`src/rtl/seven_seg_display_arbiter.sv`:
```
// seven_seg_display_arbiter: round-robin time-sharing of the seven-segment bank with min/max hold and LED mirror
module seven_seg_display_arbiter #(
  parameter int NUM_REQ     = 4,
  parameter int DIGITS      = 8,
  parameter int HOLD_CYCLES = 25_000_000,
  parameter int MAX_HOLD    = 100_000_000
) (
  input  logic                          CLOCK_50_I,
  input  logic                          RESET_I,
  input  logic [NUM_REQ-1:0]            REQ_I,
  input  logic [NUM_REQ-1:0]            DONE_I,
  input  logic [NUM_REQ*DIGITS*4-1:0]   DATA_I,
  output logic [NUM_REQ-1:0]            GRANT_O,
  output logic                          BUSY_O,
  output logic [DIGITS*7-1:0]           SEVEN_SEGMENT_N_O,
  output logic [NUM_REQ-1:0]            LED_GREEN_O,
  output logic [NUM_REQ-1:0]            LED_RED_O
);
  localparam int PW = $clog2(NUM_REQ);
  localparam int HW = $clog2(MAX_HOLD);
  localparam int DW = DIGITS * 4;
  localparam logic [1:0] S_IDLE    = 2'd0;
  localparam logic [1:0] S_GRANT   = 2'd1;
  localparam logic [1:0] S_RELEASE = 2'd2;

  logic [1:0]         state, state_nxt;
  logic [NUM_REQ-1:0] grant_nxt;
  logic [PW-1:0]      rr_ptr, rr_nxt, holder, holder_nxt, sel, idx;
  logic [HW-1:0]      hold_cnt, cnt_nxt;
  logic               any, min_met, at_max, others, rel;
  logic [DW-1:0]      disp_reg;
  logic               disp_valid;
  logic [DW-1:0]      slice [NUM_REQ];

  function automatic logic [6:0] hex7(input logic [3:0] h);
    case (h)
      4'h0: hex7 = 7'h40;
      4'h1: hex7 = 7'h79;
      4'h2: hex7 = 7'h24;
      4'h3: hex7 = 7'h30;
      4'h4: hex7 = 7'h19;
      4'h5: hex7 = 7'h12;
      4'h6: hex7 = 7'h02;
      4'h7: hex7 = 7'h78;
      4'h8: hex7 = 7'h00;
      4'h9: hex7 = 7'h10;
      4'hA: hex7 = 7'h08;
      4'hB: hex7 = 7'h03;
      4'hC: hex7 = 7'h46;
      4'hD: hex7 = 7'h21;
      4'hE: hex7 = 7'h06;
      default: hex7 = 7'h0E;
    endcase
  endfunction

  for (genvar i = 0; i < NUM_REQ; i++) begin : g_slice
    assign slice[i] = DATA_I[i*DW +: DW];
  end

  for (genvar k = 0; k < DIGITS; k++) begin : g_seg
    assign SEVEN_SEGMENT_N_O[k*7 +: 7] = disp_valid ? hex7(disp_reg[k*4 +: 4]) : 7'h7F;
  end

  assign any         = |REQ_I;
  assign BUSY_O      = state == S_GRANT;
  assign LED_GREEN_O = GRANT_O;
  assign min_met     = hold_cnt >= HW'(HOLD_CYCLES - 1);
  assign at_max      = hold_cnt == HW'(MAX_HOLD - 1);
  assign others      = |(REQ_I & ~GRANT_O);
  assign rel         = (min_met && (DONE_I[holder] || !REQ_I[holder])) || (at_max && others);

  always_comb begin
    sel = '0;
    idx = '0;
    for (int i = NUM_REQ - 1; i >= 0; i--) begin
      idx = PW'((int'(rr_ptr) + i) % NUM_REQ);
      if (REQ_I[idx]) sel = idx;
    end
  end

  always_comb begin
    state_nxt  = state;
    grant_nxt  = GRANT_O;
    holder_nxt = holder;
    rr_nxt     = rr_ptr;
    cnt_nxt    = hold_cnt;
    if (state == S_GRANT) begin
      if (rel) begin
        state_nxt = S_RELEASE;
        grant_nxt = '0;
        rr_nxt    = (holder == PW'(NUM_REQ - 1)) ? '0 : holder + PW'(1);
      end else begin
        cnt_nxt = at_max ? hold_cnt : hold_cnt + HW'(1);
      end
    end else if (any) begin
      state_nxt  = S_GRANT;
      grant_nxt  = NUM_REQ'(1) << sel;
      holder_nxt = sel;
      cnt_nxt    = '0;
    end else begin
      state_nxt = S_IDLE;
      grant_nxt = '0;
    end
  end

  always_ff @(posedge CLOCK_50_I) begin
    if (RESET_I) begin
      state      <= S_IDLE;
      GRANT_O    <= '0;
      holder     <= '0;
      rr_ptr     <= '0;
      hold_cnt   <= '0;
      LED_RED_O  <= '0;
      disp_reg   <= '0;
      disp_valid <= 1'b0;
    end else begin
      state     <= state_nxt;
      GRANT_O   <= grant_nxt;
      holder    <= holder_nxt;
      rr_ptr    <= rr_nxt;
      hold_cnt  <= cnt_nxt;
      LED_RED_O <= REQ_I & ~grant_nxt;
      if (state == S_GRANT) begin
        disp_reg   <= slice[holder];
        disp_valid <= 1'b1;
      end
    end
  end
endmodule
```
`config.mk`:
```
export PLATFORM = sky130hd
export DESIGN_NAME = seven_seg_display_arbiter
export DESIGN_NICKNAME = d
export VERILOG_FILES = /design/src/rtl/seven_seg_display_arbiter.sv
export SDC_FILE = /design/constraint.sdc
export NUM_CORES = 1
export LEC_CHECK = 0
export BUFFER_PORTS_ARGS = -buffer_cell sky130_fd_sc_hd__buf_2
export CORE_MARGIN = 5
export CORE_UTILIZATION = 49
export DETAILED_ROUTE_END_ITERATION = 8
export HOLD_SLACK_MARGIN = 0.15
export PLACE_DENSITY = 0.89
export SLEW_MARGIN = 10
export SYNTH_ARGS = -nofsm -noshare
export SYNTH_HDL_FRONTEND = slang
export SYNTH_SLANG_ARGS = --single-unit
```
`constraint.sdc`:
```
create_clock -name CLOCK_50_I -period 2.4 [get_ports CLOCK_50_I]
set_clock_uncertainty 0.1 [all_clocks]
set_input_delay 0.24 -clock CLOCK_50_I [delete_from_list [all_inputs] [get_ports CLOCK_50_I]]
set_output_delay 0.24 -clock CLOCK_50_I [all_outputs]
set_load 0.02 [all_outputs]
```
# Yosys cells after proc, flatten, opt, wreduce, memory -nomap -nowiden
# Memory sizes are Yosys's and may differ from the RTL's. A register that Yosys moved wholly into a read port is not among the register bits.
# Cells that the tools add are included.
# op_classes
n_lt_le_gt_ge,7
shifts,1
add_sub_neg,5
mux,54
eq_ne,6
n_bitwise,6
reduce_logical,11
# ops
operator,count
27-bit 2-to-1 mux,4
4-bit 2-to-1 mux,19
32-bit binary-select mux with 2-bit select,1
32-bit 2-to-1 mux,2
7-bit 2-to-1 mux,8
27-bit by 1-bit adder with 27-bit output (second input constant),1
27-bit == test (second input constant),1
27-bit by 25-bit >= comparator with 1-bit output (second input constant),1
2-bit by 3-bit < comparator with 1-bit output (second input constant),5
2-bit 2-to-1 mux,7
1-bit binary-select mux with 2-bit select,6
4-bit bitwise AND,2
4-bit NOT,2
4-bit OR reduction,2
1-bit 2-to-1 mux,7
2-bit by 1-bit adder with 2-bit output (second input constant),2
2-bit adder (second input constant),2
2-bit inequality test (second input constant),2
2-bit AND reduction,2
1-bit by 2-bit left shift with 4-bit output (first input constant),1
3-bit >= comparator (second input constant),1
2-bit NOT with 3-bit output,1
3-bit AND reduction,1
2-bit by 1-bit == test with 1-bit output (second input constant),1
other kinds (7),9
# word_totals
output_inout_bits,69
ff_bits,74
word_cells,106
input_bits,138
mem_bits_ro,896
memories,8
# memory_table
name,words,word_bits,read_ports,rd_ports_with_merged_regs,write_ports,line_no,rtl
(no name shown),16,7,1,1,0,36,case (h)
(no name shown),16,7,1,1,0,36,
(no name shown),16,7,1,1,0,36,
(no name shown),16,7,1,1,0,36,
(no name shown),16,7,1,1,0,36,
(no name shown),16,7,1,1,0,36,
+2 memories,-,-,-,-,-,-,

# Depth between registers and ports, before layout
# depth
depth_word,12
mapped_depth,13
ltp_nobuf,10

# Worst setup path after synthesis
# OpenSTA, ideal clock, no wires.
# synth_path
path_type,register -> register
start,reg state[1]
end,reg with a tool-made name
path_stages_with_launch,12
setup_slack_ns,-0.412
path_buffers,3
setup_ns,0.134
arrival_time_ns,2.578
period_less_slack_ns,2.812
path_cell_list,dfxtp_1 -> nand2b_1 -> buf_2 -> inv_1 -> buf_2 -> buf_1 -> nand2_1 -> a21oi_1 -> inv_1 -> ha_1 -> inv_1 -> mux4_2
# synth_rtl
element,line_no,rtl
start: declaration,26,"logic [1:0] state, state_nxt;"
start signal: assignment,117,state <= state_nxt;

# Worst setup path after layout
# layout_path
start,reg holder[0]
end,reg hold_cnt[7]
# layout_between
elab_chain_len,8
# layout_lines
element,line_no,rtl
start: declaration,28,"logic [PW-1:0] rr_ptr, rr_nxt, holder, holder_nxt, sel, idx;"
start signal: assignment,119,holder <= holder_nxt;
1-bit binary-select mux with 2-bit select,70,assign rel = (min_met && (DONE_I[holder] || !REQ_I[holder])) || (at_max && others);
1-bit 2-to-1 mux (implied by the code),70,
1-bit zero test,70,
1-bit logical OR *,70,
1-bit logical AND *,70,
1-bit logical OR *,70,
2-bit inequality test (no line) *,-,
3-bit AND reduction (no line) *,-,
end signal: assignment,121,hold_cnt <= cnt_nxt;
end: declaration,29,"logic [HW-1:0] hold_cnt, cnt_nxt;"
# Every way passes the cells marked *; elsewhere a longest branch is shown, timed or not. The select of a mux whose other input is x is not followed.
# A chain may end at the register's enable or synchronous reset.

==> key figures <==
Worst setup path
  – Critical path required time: ~2.7 ns
  – Crit-path max cell delay: between 0.3 and 0.4 ns
  – Slowest stage cell on the critical path: nor4_1
  – Crit-path cells: buf_12, buf_4, nor4b_4, nor4_4, o211a_1, nand2b_4, buf_4, nor4_1, mux2i_1
  – Crit-path max FO: 13
  – R2R Path Start: holder[0]$_SDFFE_PP0P_
  – Worst r2r dst: hold_cnt[7]$_SDFFE_PP0P_
  – Crit-path most repeated cell: buf_4
  – Worst setup EP type: flip-flop
  – Reg2reg path depth: 9
  – R2R Setup Slk: -0.02 ns
  – Crit path launch: holder[0]$_SDFFE_PP0P_
  – Crit Path Category: flip-flop to flip-flop
  – CP Buf/Inv Count: 3
  – Critical path's top delay family: simple AND/OR/NAND/NOR gates
  – CP Launch Type: flip-flop
  – WP depth: 9
  – Setup crit end: hold_cnt[7]$_SDFFE_PP0P_
  – CP Data Arrival Time: roughly 2.7 ns

STA
  – Final Hold Violating Endpoints: 0
  – Unrepaired setup endpoints after global routing: yes
  – Final period util: 101%
  – Final setup fails: 2
  – PnR worst setup slack: -0.0239 ns
  – Actual slew at the worst max-slew pin: 0.807 ns
  – Final min period: 2.42 ns
  – Max_slew headroom: 46.0%
  – Fmax: 0.413 GHz
  – Setup TNS: -0.0246 ns
  – Max Slew Vio Count: 0

Placed design
  – Placed Cells: approximately 1300
  – Post-place setup slack: -0.0598 ns
  – IO buf count: a little over 200
  – GPL Wtd Cong: about 0.94
  – Detailed Place HPWL: between 15000 and 20000 um

Final layout
  – Area Growth Syn to Fin: 35.9%
  – Fill cells: roughly 1100
  – Final core utilization: 67.8%
  – Nets: roughly 1300
  – Final Non-Filler Cells: 1351
  – Antenna fix cells: 0
  – Layout cells sized above 1: 41.9%

Power and ir drop
  – Power per Cell Area: 646 mW/mm^2
  – Leak Pwr: 0.00436 uW
  – Maximum VDD drop: 0.000545 V
  – Pwr Total: 6960 uW

Die
  – IO Count: a little over 200
  – Die span in x: approximately 140 um
  – Total core area: approximately 0.016 sq mm
  – Num rows: 46
  – Die height: 137 um
  – Starting Density: between 40% and 50%
  – DIE AREA: 0.0188 sq mm

Synth
  – Ys async rst share: 0%
  – Post-synth EDFFs: 0
  – Largest area contributor in the netlist: dfxtp_1
  – Register area share after synthesis: about a third
  – Distinct cell type count after synthesis: 65
  – Cells after Synth: approximately 860
  – Syn nets: roughly 1100
  – Yosys warning count: 0
  – Seq cells post-synth: 130
  – Largest cells by area after synthesis: dfxtp_1, mux4_2, ha_1, nand2_1, nand2b_1
  – Post-Syn Area per Cell: slightly above 9 sq um
  – Yosys top cell area share: 32.8%
  – Netlist Area Pre-Place: 0.00793 sq mm
  – Post-synth top flop: dfxtp_1

Global routing
  – Most Crowded Layer GR: met2
  – Met3 Usage GRT: 6.54%
  – Initial antenna violation count: 0
  – GRT Total Usage: 25.1%
  – Largest net degree at the start of global routing: 43
  – Gr ovfl total: 0
  – Vias in the first global route: roughly 7600
  – Met2 GRT Util: a little over two fifths
  – First-pass GRT wire length: around 38000 um
  – Met1 Usage GRT: ~31%

Clocking
  – Clock slew at reported path FFs: around 0.06 ns
  – Total clock sinks: 130
  – Maximum root-to-sink buffer count: 2
  – Number of CTS-inserted buffers: 17
  – H-tree levels: 4
  – Clock root cell: clkbuf_16
  – Clk Latency, worst-skew pair: between 0.4 and 0.5 ns
  – CTS tree: built

Detailed routing
  – DRT iter0 DRCs: just under 800
  – Routed WL: roughly 25000 um
  – Wire per inst: 18.7 um
  – Remaining antenna violation count: 0
  – Vias per inst: 5.91
  – Via Count: 7978
  – DRC viols: 0
  – First drt pass iteration count: 8

Outcome
  – Outcome: finished, violations left
  – Failing checks: negative setup slack

Job
  – Max-Cap Viols: 0

Worst hold path
  – Hold Crit Class: input pin to flip-flop
-- per-layer routing --
| metal | part of all wire, % | vias up |
|---|---|---|
| met3 | 10 | 84 |
| met1 | 37 | 3802 |
| li1 | - | 3607 |
| met2 | 49 | 485 |
| met5 | 0 | - |
| met4 | 3.0 | 0 |
-- layout by cell type, fill, tap and decap left out, types with 11 or more instances in the layout --
| master | count |
|---|---|
| buf_2 | 205 |
| inv_2 | 19 |
| ha_1 | 38 |
| ha_2 | 11 |
| a21oi_1 | 43 |
| dfxtp_1 | 127 |
| mux4_2 | 40 |
| nand3_1 | 21 |
| inv_1 | 30 |
| a21oi_4 | 18 |
| nand2b_1 | 65 |
| mux2i_1 | 39 |
| or2_2 | 13 |
| nand2_2 | 14 |
| nor2_1 | 25 |
| o22ai_1 | 35 |
| nor3_1 | 15 |
| buf_4 | 76 |
| nand4_1 | 14 |
| clkbuf_16 | 17 |
| nand2_1 | 107 |
-- metrics by stage --
step / area (sq um) / hold slack (ns)
floorplan: 8120 / 0.301
global placement: 9680 / 0.368
detailed placement: 9680 / 0.381
CTS: 10400 / 0.232
global route: 10800 / 0.245
finish: 10800 / 0.240
-- logic make-up after synthesis --
| kind of cell | synth area share [%] |
|---|---|
| compound gates | 12.1 |
| fa+ha+maj | 7.89 |
| buf+inv | 6.77 |
| flops | 32.8 |
| mux | 16.4 |
| simple gates | 23.9 |
-- cell usage after synthesis (7+ instances only) --
cell type and n:
inv_2 7, nor3_1 16, ha_1 50, buf_4 12, nand2_1 116, nor3b_1 9, mux2i_1 39, nand2b_1 66
o21ai_0 10, nand3_1 21, inv_1 42, or2_1 7, a21oi_1 66, o22ai_1 35, nor2_1 25, nand4_1 14
and3_1 7, nor4_1 7, clkbuf_1 19, buf_2 16, or2_2 13, dfxtp_1 130, mux4_2 40
-- area by class of cell --
type	instances	area, sq um	area share (%)
clock inverters	11	199	1.85
inverters	49	184	1.71
repair buffers	296	1830	17.0
well taps	216	270	2.51
clock buffers	21	470	4.37
multi-input cells	628	5200	48.3
flip-flops and latches	130	2610	24.2
-- power by group --
group / switching (uW) / leakage, uW / internal (uW)
registers: 60.9 / 0.00107 / 2340
clock network: 1000 / 0.000316 / 1930
logic: 911 / 0.00298 / 709
-- worst register-to-register path, stage by stage (launching register included) --
cell	delay [ns]
dfxtp_4	0.36
buf_12	0.15
buf_4	0.15
nor4b_4	0.30
nor4_4	0.08
o211a_1	0.16
nand2b_4	0.21
buf_4	0.19
nor4_1	0.39
mux2i_1	0.26
-- what timing repair did --
action / in CTS / in global routing
endpoints found under the hold margin: 10 / 0
hold buffers: 5 / 0
buffers inserted: 0 / 15
pin swaps: 0 / 4
gates resized for setup: 8 / 39
gates cloned: 0 / 0
endpoints found under the setup margin: 16 / 37
-- worst min path at each step --
stage | start | end | slack, ns | cells after the start
after floorplan | REQ_I[3] | LED_RED_O[3]$_SDFF_PP0_ | 0.30 | 2
after global placement | hold_cnt[22]$_SDFFE_PP0P_ | hold_cnt[22]$_SDFFE_PP0P_ | 0.37 | 2
after detailed placement | hold_cnt[5]$_SDFFE_PP0P_ | hold_cnt[5]$_SDFFE_PP0P_ | 0.38 | 2
after CTS | DATA_I[121] | disp_reg[25]$_SDFFE_PP0P_ | 0.23 | 4
after global routing | DATA_I[17] | disp_reg[17]$_SDFFE_PP0P_ | 0.24 | 4
final | DATA_I[17] | disp_reg[17]$_SDFFE_PP0P_ | 0.24 | 4
Note: power is estimated with default switching activity, not from simulation.
